## config.mk

```make
export PLATFORM = sky130hd
export DESIGN_NAME = rf_wb_arbiter_flat
export DESIGN_NICKNAME = d
export VERILOG_FILES = /design/src/rtl/mcpu_pkg.sv /design/src/rtl/rf_wb_arbiter_if.sv /design/src/rtl/rf_scoreboard.sv /design/src/rtl/rf_wb_arbiter.sv /design/src/flat_wrapper.sv
export SDC_FILE = /design/constraint.sdc
export NUM_CORES = 1
export LEC_CHECK = 0
export BUFFER_PORTS_ARGS = -buffer_cell sky130_fd_sc_hd__buf_4
export CORE_MARGIN = 2
export CORE_UTILIZATION = 45
export DETAILED_ROUTE_END_ITERATION = 10
export PLACE_DENSITY = 0.73
export SLEW_MARGIN = 20
export SYNTH_ARGS = -nofsm -noshare
export SYNTH_HDL_FRONTEND = slang
export SYNTH_SLANG_ARGS = --single-unit
```

## constraint.sdc

```tcl
create_clock -name clk -period 3.8 [get_ports clk]
set_input_delay 0.19 -clock clk [delete_from_list [all_inputs] [get_ports clk]]
set_output_delay 0.19 -clock clk [all_outputs]
set_load 0.05 [all_outputs]
```

## src/rtl/mcpu_pkg.sv

```systemverilog
// Shared register-file constants for the CPU core.
// Also holds the round-robin pointer type used by the writeback arbiter.
package mcpu_pkg;

   localparam int unsigned AW       = 5;
   localparam int unsigned DW       = 32;
   localparam int unsigned NREG     = 32;
   localparam int unsigned REG_ZERO = 0;

   typedef enum logic {
      PORT0 = 1'b0,
      PORT1 = 1'b1
   } port_e;

endpackage

```

## src/rtl/rf_wb_arbiter_if.sv

```systemverilog
// Writeback, issue, query and register-file write signals of the arbiter.
// The slave modport is the arbiter's view; master is the surrounding pipeline's view.
interface rf_wb_arbiter_if #(
   parameter int unsigned AW = mcpu_pkg::AW,
   parameter int unsigned DW = mcpu_pkg::DW
);

   logic          wb0_valid;
   logic [AW-1:0] wb0_addr;
   logic [DW-1:0] wb0_data;
   logic          wb0_ready;
   logic          wb1_valid;
   logic [AW-1:0] wb1_addr;
   logic [DW-1:0] wb1_data;
   logic          wb1_ready;
   logic          iss_valid;
   logic [AW-1:0] iss_rd;
   logic          iss_ready;
   logic [AW-1:0] q_a1;
   logic [AW-1:0] q_a2;
   logic          q_busy1;
   logic          q_busy2;
   logic          rf_wr;
   logic [AW-1:0] rf_a3;
   logic [DW-1:0] rf_wd;

   modport slave (
      input  wb0_valid, wb0_addr, wb0_data,
      output wb0_ready,
      input  wb1_valid, wb1_addr, wb1_data,
      output wb1_ready,
      input  iss_valid, iss_rd,
      output iss_ready,
      input  q_a1, q_a2,
      output q_busy1, q_busy2,
      output rf_wr, rf_a3, rf_wd
   );

   modport master (
      output wb0_valid, wb0_addr, wb0_data,
      input  wb0_ready,
      output wb1_valid, wb1_addr, wb1_data,
      input  wb1_ready,
      output iss_valid, iss_rd,
      input  iss_ready,
      output q_a1, q_a2,
      input  q_busy1, q_busy2,
      input  rf_wr, rf_a3, rf_wd
   );

endinterface

```

## src/rtl/rf_scoreboard.sv

```systemverilog
// Pending multiply/divide write scoreboard: one busy bit per register.
// A set from issue takes precedence over a clear from writeback for the same register.
module rf_scoreboard #(
   parameter int unsigned AW = mcpu_pkg::AW
) (
   input  logic          clk,
   input  logic          rst,
   input  logic          en,
   input  logic          iss_valid,
   input  logic [AW-1:0] iss_rd,
   output logic          iss_ready,
   input  logic          clr_valid,
   input  logic [AW-1:0] clr_addr,
   input  logic [AW-1:0] q_a1,
   input  logic [AW-1:0] q_a2,
   output logic          q_busy1,
   output logic          q_busy2
);
   import mcpu_pkg::*;

   localparam int unsigned NR = 1 << AW;

   logic [NR-1:0] busy;
   logic [NR-1:0] busy_nxt;
   logic          rd_zero;

   assign rd_zero   = (iss_rd == AW'(REG_ZERO));
   assign iss_ready = en && (rd_zero || !busy[iss_rd]);
   assign q_busy1   = busy[q_a1];
   assign q_busy2   = busy[q_a2];

   always_comb begin
      busy_nxt = busy;
      if (clr_valid)
         busy_nxt[clr_addr] = 1'b0;
      if (iss_valid && iss_ready && !rd_zero)
         busy_nxt[iss_rd] = 1'b1;
      busy_nxt[0] = 1'b0;
   end

   always_ff @(posedge clk or posedge rst) begin
      if (rst)
         busy <= '0;
      else if (en)
         busy <= busy_nxt;
   end

endmodule

```

## src/rtl/rf_wb_arbiter.sv

```systemverilog
// Shares the register file write port between pipeline writeback (port 0) and
// multiply/divide writeback (port 1) with round-robin arbitration and a registered write.
module rf_wb_arbiter #(
   parameter int unsigned AW = mcpu_pkg::AW,
   parameter int unsigned DW = mcpu_pkg::DW
) (
   input  logic           clk,
   input  logic           rst,
   input  logic           en,
   rf_wb_arbiter_if.slave bus
);
   import mcpu_pkg::*;

   port_e last;
   port_e last_nxt;
   logic  gnt0;
   logic  gnt1;

   always_ff @(posedge clk or posedge rst) begin
      if (rst)
         last <= PORT1;
      else
         last <= last_nxt;
   end

   // On a tie, the port that did not win the previous transfer is granted.
   always_comb begin
      gnt0     = 1'b0;
      gnt1     = 1'b0;
      last_nxt = last;
      if (en) begin
         if (bus.wb0_valid && (!bus.wb1_valid || last == PORT1))
            gnt0 = 1'b1;
         else if (bus.wb1_valid)
            gnt1 = 1'b1;
      end
      if (gnt0)
         last_nxt = PORT0;
      else if (gnt1)
         last_nxt = PORT1;
   end

   assign bus.wb0_ready = gnt0;
   assign bus.wb1_ready = gnt1;

   always_ff @(posedge clk or posedge rst) begin
      if (rst) begin
         bus.rf_wr <= 1'b0;
         bus.rf_a3 <= '0;
         bus.rf_wd <= '0;
      end else if (!en) begin
         bus.rf_wr <= 1'b0;
      end else begin
         bus.rf_wr <= (gnt0 && bus.wb0_addr != AW'(REG_ZERO)) ||
                      (gnt1 && bus.wb1_addr != AW'(REG_ZERO));
         if (gnt0) begin
            bus.rf_a3 <= bus.wb0_addr;
            bus.rf_wd <= bus.wb0_data;
         end else if (gnt1) begin
            bus.rf_a3 <= bus.wb1_addr;
            bus.rf_wd <= bus.wb1_data;
         end
      end
   end

   rf_scoreboard #(
      .AW(AW)
   ) u_sb (
      .clk       (clk),
      .rst       (rst),
      .en        (en),
      .iss_valid (bus.iss_valid),
      .iss_rd    (bus.iss_rd),
      .iss_ready (bus.iss_ready),
      .clr_valid (gnt1),
      .clr_addr  (bus.wb1_addr),
      .q_a1      (bus.q_a1),
      .q_a2      (bus.q_a2),
      .q_busy1   (bus.q_busy1),
      .q_busy2   (bus.q_busy2)
   );

endmodule

```

## src/flat_wrapper.sv

```systemverilog
// flat-port wrapper written by rule: the top's interface ports become plain ports
module rf_wb_arbiter_flat import mcpu_pkg::*;
#(
   parameter int unsigned AW = mcpu_pkg::AW,
   parameter int unsigned DW = mcpu_pkg::DW
)
  (clk, rst, en, bus_wb0_valid, bus_wb0_addr, bus_wb0_data, bus_wb0_ready, bus_wb1_valid, bus_wb1_addr, bus_wb1_data, bus_wb1_ready, bus_iss_valid, bus_iss_rd, bus_iss_ready, bus_q_a1, bus_q_a2, bus_q_busy1, bus_q_busy2, bus_rf_wr, bus_rf_a3, bus_rf_wd);
  rf_wb_arbiter_if #(.AW(AW), .DW(DW)) bus_i ();
  input  logic clk;
  input  logic rst;
  input  logic en;
  input wire logic [$bits(bus_i.wb0_valid)-1:0] bus_wb0_valid;
  input wire logic [$bits(bus_i.wb0_addr)-1:0] bus_wb0_addr;
  input wire logic [$bits(bus_i.wb0_data)-1:0] bus_wb0_data;
  output wire logic [$bits(bus_i.wb0_ready)-1:0] bus_wb0_ready;
  input wire logic [$bits(bus_i.wb1_valid)-1:0] bus_wb1_valid;
  input wire logic [$bits(bus_i.wb1_addr)-1:0] bus_wb1_addr;
  input wire logic [$bits(bus_i.wb1_data)-1:0] bus_wb1_data;
  output wire logic [$bits(bus_i.wb1_ready)-1:0] bus_wb1_ready;
  input wire logic [$bits(bus_i.iss_valid)-1:0] bus_iss_valid;
  input wire logic [$bits(bus_i.iss_rd)-1:0] bus_iss_rd;
  output wire logic [$bits(bus_i.iss_ready)-1:0] bus_iss_ready;
  input wire logic [$bits(bus_i.q_a1)-1:0] bus_q_a1;
  input wire logic [$bits(bus_i.q_a2)-1:0] bus_q_a2;
  output wire logic [$bits(bus_i.q_busy1)-1:0] bus_q_busy1;
  output wire logic [$bits(bus_i.q_busy2)-1:0] bus_q_busy2;
  output wire logic [$bits(bus_i.rf_wr)-1:0] bus_rf_wr;
  output wire logic [$bits(bus_i.rf_a3)-1:0] bus_rf_a3;
  output wire logic [$bits(bus_i.rf_wd)-1:0] bus_rf_wd;
  assign bus_i.wb0_valid = bus_wb0_valid;
  assign bus_i.wb0_addr = bus_wb0_addr;
  assign bus_i.wb0_data = bus_wb0_data;
  assign bus_wb0_ready = bus_i.wb0_ready;
  assign bus_i.wb1_valid = bus_wb1_valid;
  assign bus_i.wb1_addr = bus_wb1_addr;
  assign bus_i.wb1_data = bus_wb1_data;
  assign bus_wb1_ready = bus_i.wb1_ready;
  assign bus_i.iss_valid = bus_iss_valid;
  assign bus_i.iss_rd = bus_iss_rd;
  assign bus_iss_ready = bus_i.iss_ready;
  assign bus_i.q_a1 = bus_q_a1;
  assign bus_i.q_a2 = bus_q_a2;
  assign bus_q_busy1 = bus_i.q_busy1;
  assign bus_q_busy2 = bus_i.q_busy2;
  assign bus_rf_wr = bus_i.rf_wr;
  assign bus_rf_a3 = bus_i.rf_a3;
  assign bus_rf_wd = bus_i.rf_wd;
  rf_wb_arbiter #(.AW(AW), .DW(DW)) u_core (.clk(clk), .rst(rst), .en(en), .bus(bus_i));
endmodule
```

==> flow_metrics.env <==
export IMPL_vias=3782
export IMPL_cts_tree="yes"
export IMPL_holdCritPathClass="input pin to asynchronous set/reset pin"
export IMPL_gr_total_overflow=0
export IMPL_dieArea_sq_um=9830
export IMPL_grt_pass1_wl_um=19300
export IMPL_rsz0062_at_grt="false"
export IMPL_worstPathMaxFanout=4
export IMPL_end_kind="output port"
export IMPL_pin_count=138
export IMPL_synth_fp_nets=498
export IMPL_first_iter_violations=174
export IMPL_required_ps=3610
export IMPL_wl_per_cell_um=18.4
export IMPL_vdd_ir_drop_max_mv=0.252
export IMPL_gp_congestion=0.926
export IMPL_route_detailed_drc=0
export IMPL_synthesis_area_sq_um=4070
export IMPL_final_common_cell="buf_4"
export IMPL_powerDensity_nw_per_um2=449
export IMPL_crit_type="flop to output port"
export IMPL_ctsHoldBuffers=0
export IMPL_portBuffers=137
export IMPL_synth_seq_cells=70
export IMPL_die_x_um=99.1
export IMPL_wirelength_um=11800
export IMPL_worst_slew_pin_slew_ps=866
export IMPL_drt_antenna_violating_nets=0
export IMPL_p_leak_nw=2.55
export IMPL_postCtsSetupBuffers=0
export IMPL_status="finished with violations"
export IMPL_synthTopCellsByArea="dfrtp_1 (42%), mux2i_1 (12%), mux4_2 (8.3%)"
export IMPL_skew_ps=13.1
export IMPL_synth_main_ff_cell="dfrtp_1"
export IMPL_num_rows=34
export IMPL_cts_htree_levels=3
export IMPL_met3_usage_pct=6.47
export IMPL_grt_pass1_vias=3866
export IMPL_maxCapViolCount=0
export IMPL_grt_start_max_net_pins=75
export IMPL_violations="negative hold slack"
export IMPL_ctsResizeCount=0
export IMPL_cp_data_arrival_time_ps=2200
export IMPL_setup_viol=0
export IMPL_antenna_cells=0
export IMPL_final_cell_mix="buf_4 (140), dfrtp_1 (69), o21ai_0 (56)"
export IMPL_yosysTopAreaCellShare_pct=42.4
export IMPL_seq_area_frac_synth_pct=43.0
export IMPL_drive_gt1_share_pct=34.7
export IMPL_synth_edf_count=0
export IMPL_min_period_over_period_pct=62.8
export IMPL_final_nets=623
export IMPL_final_util_pct=61.0
export IMPL_start_util_pct=46.5
export IMPL_async_reset_ff_share_pct=100
export IMPL_synth_area_per_cell_sq_um=10.1
export IMPL_dr_pass1_iters=5
export IMPL_die_h_um=99.1
export IMPL_antenna_found_initial=0
export IMPL_synth_largest_area_cell="dfrtp_1"
export IMPL_track_usage_pct=24.8
export IMPL_vias_per_cell=5.90
export IMPL_grt_busiest_layer="met2"
export IMPL_slew_headroom_pct=42.2
export IMPL_yosysUniqueCellTypes=48
export IMPL_fin_crit_ps=2390
export IMPL_core_sq_um=8760
export IMPL_syn_inst=403
export IMPL_met1_usage_pct=31.5
export IMPL_slowest_delay_ps=470
export IMPL_crit_chain="mux4_2 > and3_1 > o41ai_1 > o311ai_1 > buf_4"
export IMPL_max_freq_mhz=419
export IMPL_insertion_delay_ps=340
export IMPL_yosys_warnings=0
export IMPL_cts_buffers=9
export IMPL_fin_setup_tns_ps=0
export IMPL_syn2layout_area_growth_pct=31.3
export IMPL_cts_sinks=70
export IMPL_start_kind="flop"
export IMPL_finalHoldViolations=5
export IMPL_met2_usage_pct=40.2
export IMPL_dp_final_hpwl_um=9010
export IMPL_worst_setup_hold_path_clk_slew_ps=80
export IMPL_crit_path_top_delay_cell="mux4_2"
export IMPL_root_buffer="clkbuf_8"
export IMPL_clk_path_buf_depth=2
export IMPL_hold_worst_slack_ps=-9.60
export IMPL_maxSlewViolCount=0
export IMPL_reg2reg_depth=4
## report_power, final
group          total, mW  switching [mW]  internal [mW]
Sequential         0.975           0.107          0.868
Clock              0.628           0.286          0.342
Combinational      0.800           0.475          0.325
## metrics by stage
stage | instance area [sq um] | power, mW | worst slack (ps) | std cells | hold WS, ps
finish | 5350 | 2.40 | 1410 | 641 | -9.60
global route | 5350 | 2.52 | 1300 | 641 | 39.0
CTS | 5350 | 2.42 | 1430 | 641 | 36.6
detailed placement | 5140 | 1.79 | 1720 | 625 | 411
global placement | 5140 | 1.76 | 1740 | 625 | 393
floorplan | 4070 | 1.49 | 1630 | 403 | 263
## state kept, by name, summed over array words and instances (netlist names)
| name | cells |
|---|---|
| u_core.u_sb.busy | 31 |
| u_core.bus.rf_wd | 32 |
| u_core.bus.rf_a3 | 5 |
| u_core.bus.rf_wr | 1 |
| u_core.last | 1 |
## worst paths after layout
kind | startpoint | endpoint | slack, ps
setup / recovery | u_core.u_sb.busy[9] | bus_q_busy1 | 1410
hold / removal | rst | u_core.bus.rf_wd[29] | -10
setup reg to reg | u_core.u_sb.busy[21] | u_core.u_sb.busy[22] | 2010
hold reg to reg | u_core.bus.rf_wd[28] | u_core.bus.rf_wd[28] | 490
max in group asynchronous | rst | u_core.last | 2940
min in group clk | bus_wb0_valid | u_core.last | 50
## critical path, delay by kind of cell, from the launching register on
family          cells  cell delay [ps]
mux                 1              470
flops               1              420
compound gates      2              550
simple gates        1              200
buf+inv             1              220
## cells in the mapped netlist (4+ instances only)
cell	count
or3_1	4
nor3b_1	6
nor2b_1	5
nand3b_1	9
o21ai_1	47
inv_1	6
mux2_2	5
buf_2	7
clkbuf_1	13
o21ai_0	56
dfrtp_1	69
nor2_1	7
nand4b_1	4
nand3_1	9
mux4_2	15
mux2i_1	48
nand2_1	47
## routing by layer
| layer | vias to the layer above | share of wire [%] | wire length (um) |
|---|---|---|---|
| li1 | 1747 | - | - |
| met1 | 1816 | 40 | 4770 |
| met2 | 197 | 48 | 5670 |
| met3 | 22 | 9.3 | 1090 |
| met4 | 0 | 2.1 | 251 |
| met5 | - | 0 | 0 |
## logic make-up after synthesis
kind of cell	Yosys count	share of synthesized area [%]
AO/OA/AOI/OAI	122	16.4
multiplexers	70	22.1
flip-flops	70	43.0
buffers and inverters	32	3.81
AND/OR/NAND/NOR	109	14.6
## final cells by class
| class | count | area (sq um) |
|---|---|---|
| Clock inverter | 4 | 55.1 |
| Sequential cell | 70 | 1750 |
| Timing Repair Buffer | 140 | 1050 |
| Fill cell | 748 | 3410 |
| Inverter | 6 | 23.8 |
| Multi-Input combinational cell | 301 | 2180 |
| Clock buffer | 12 | 155 |
| Tap cell | 108 | 135 |
Power figures use the tool's default switching activity.
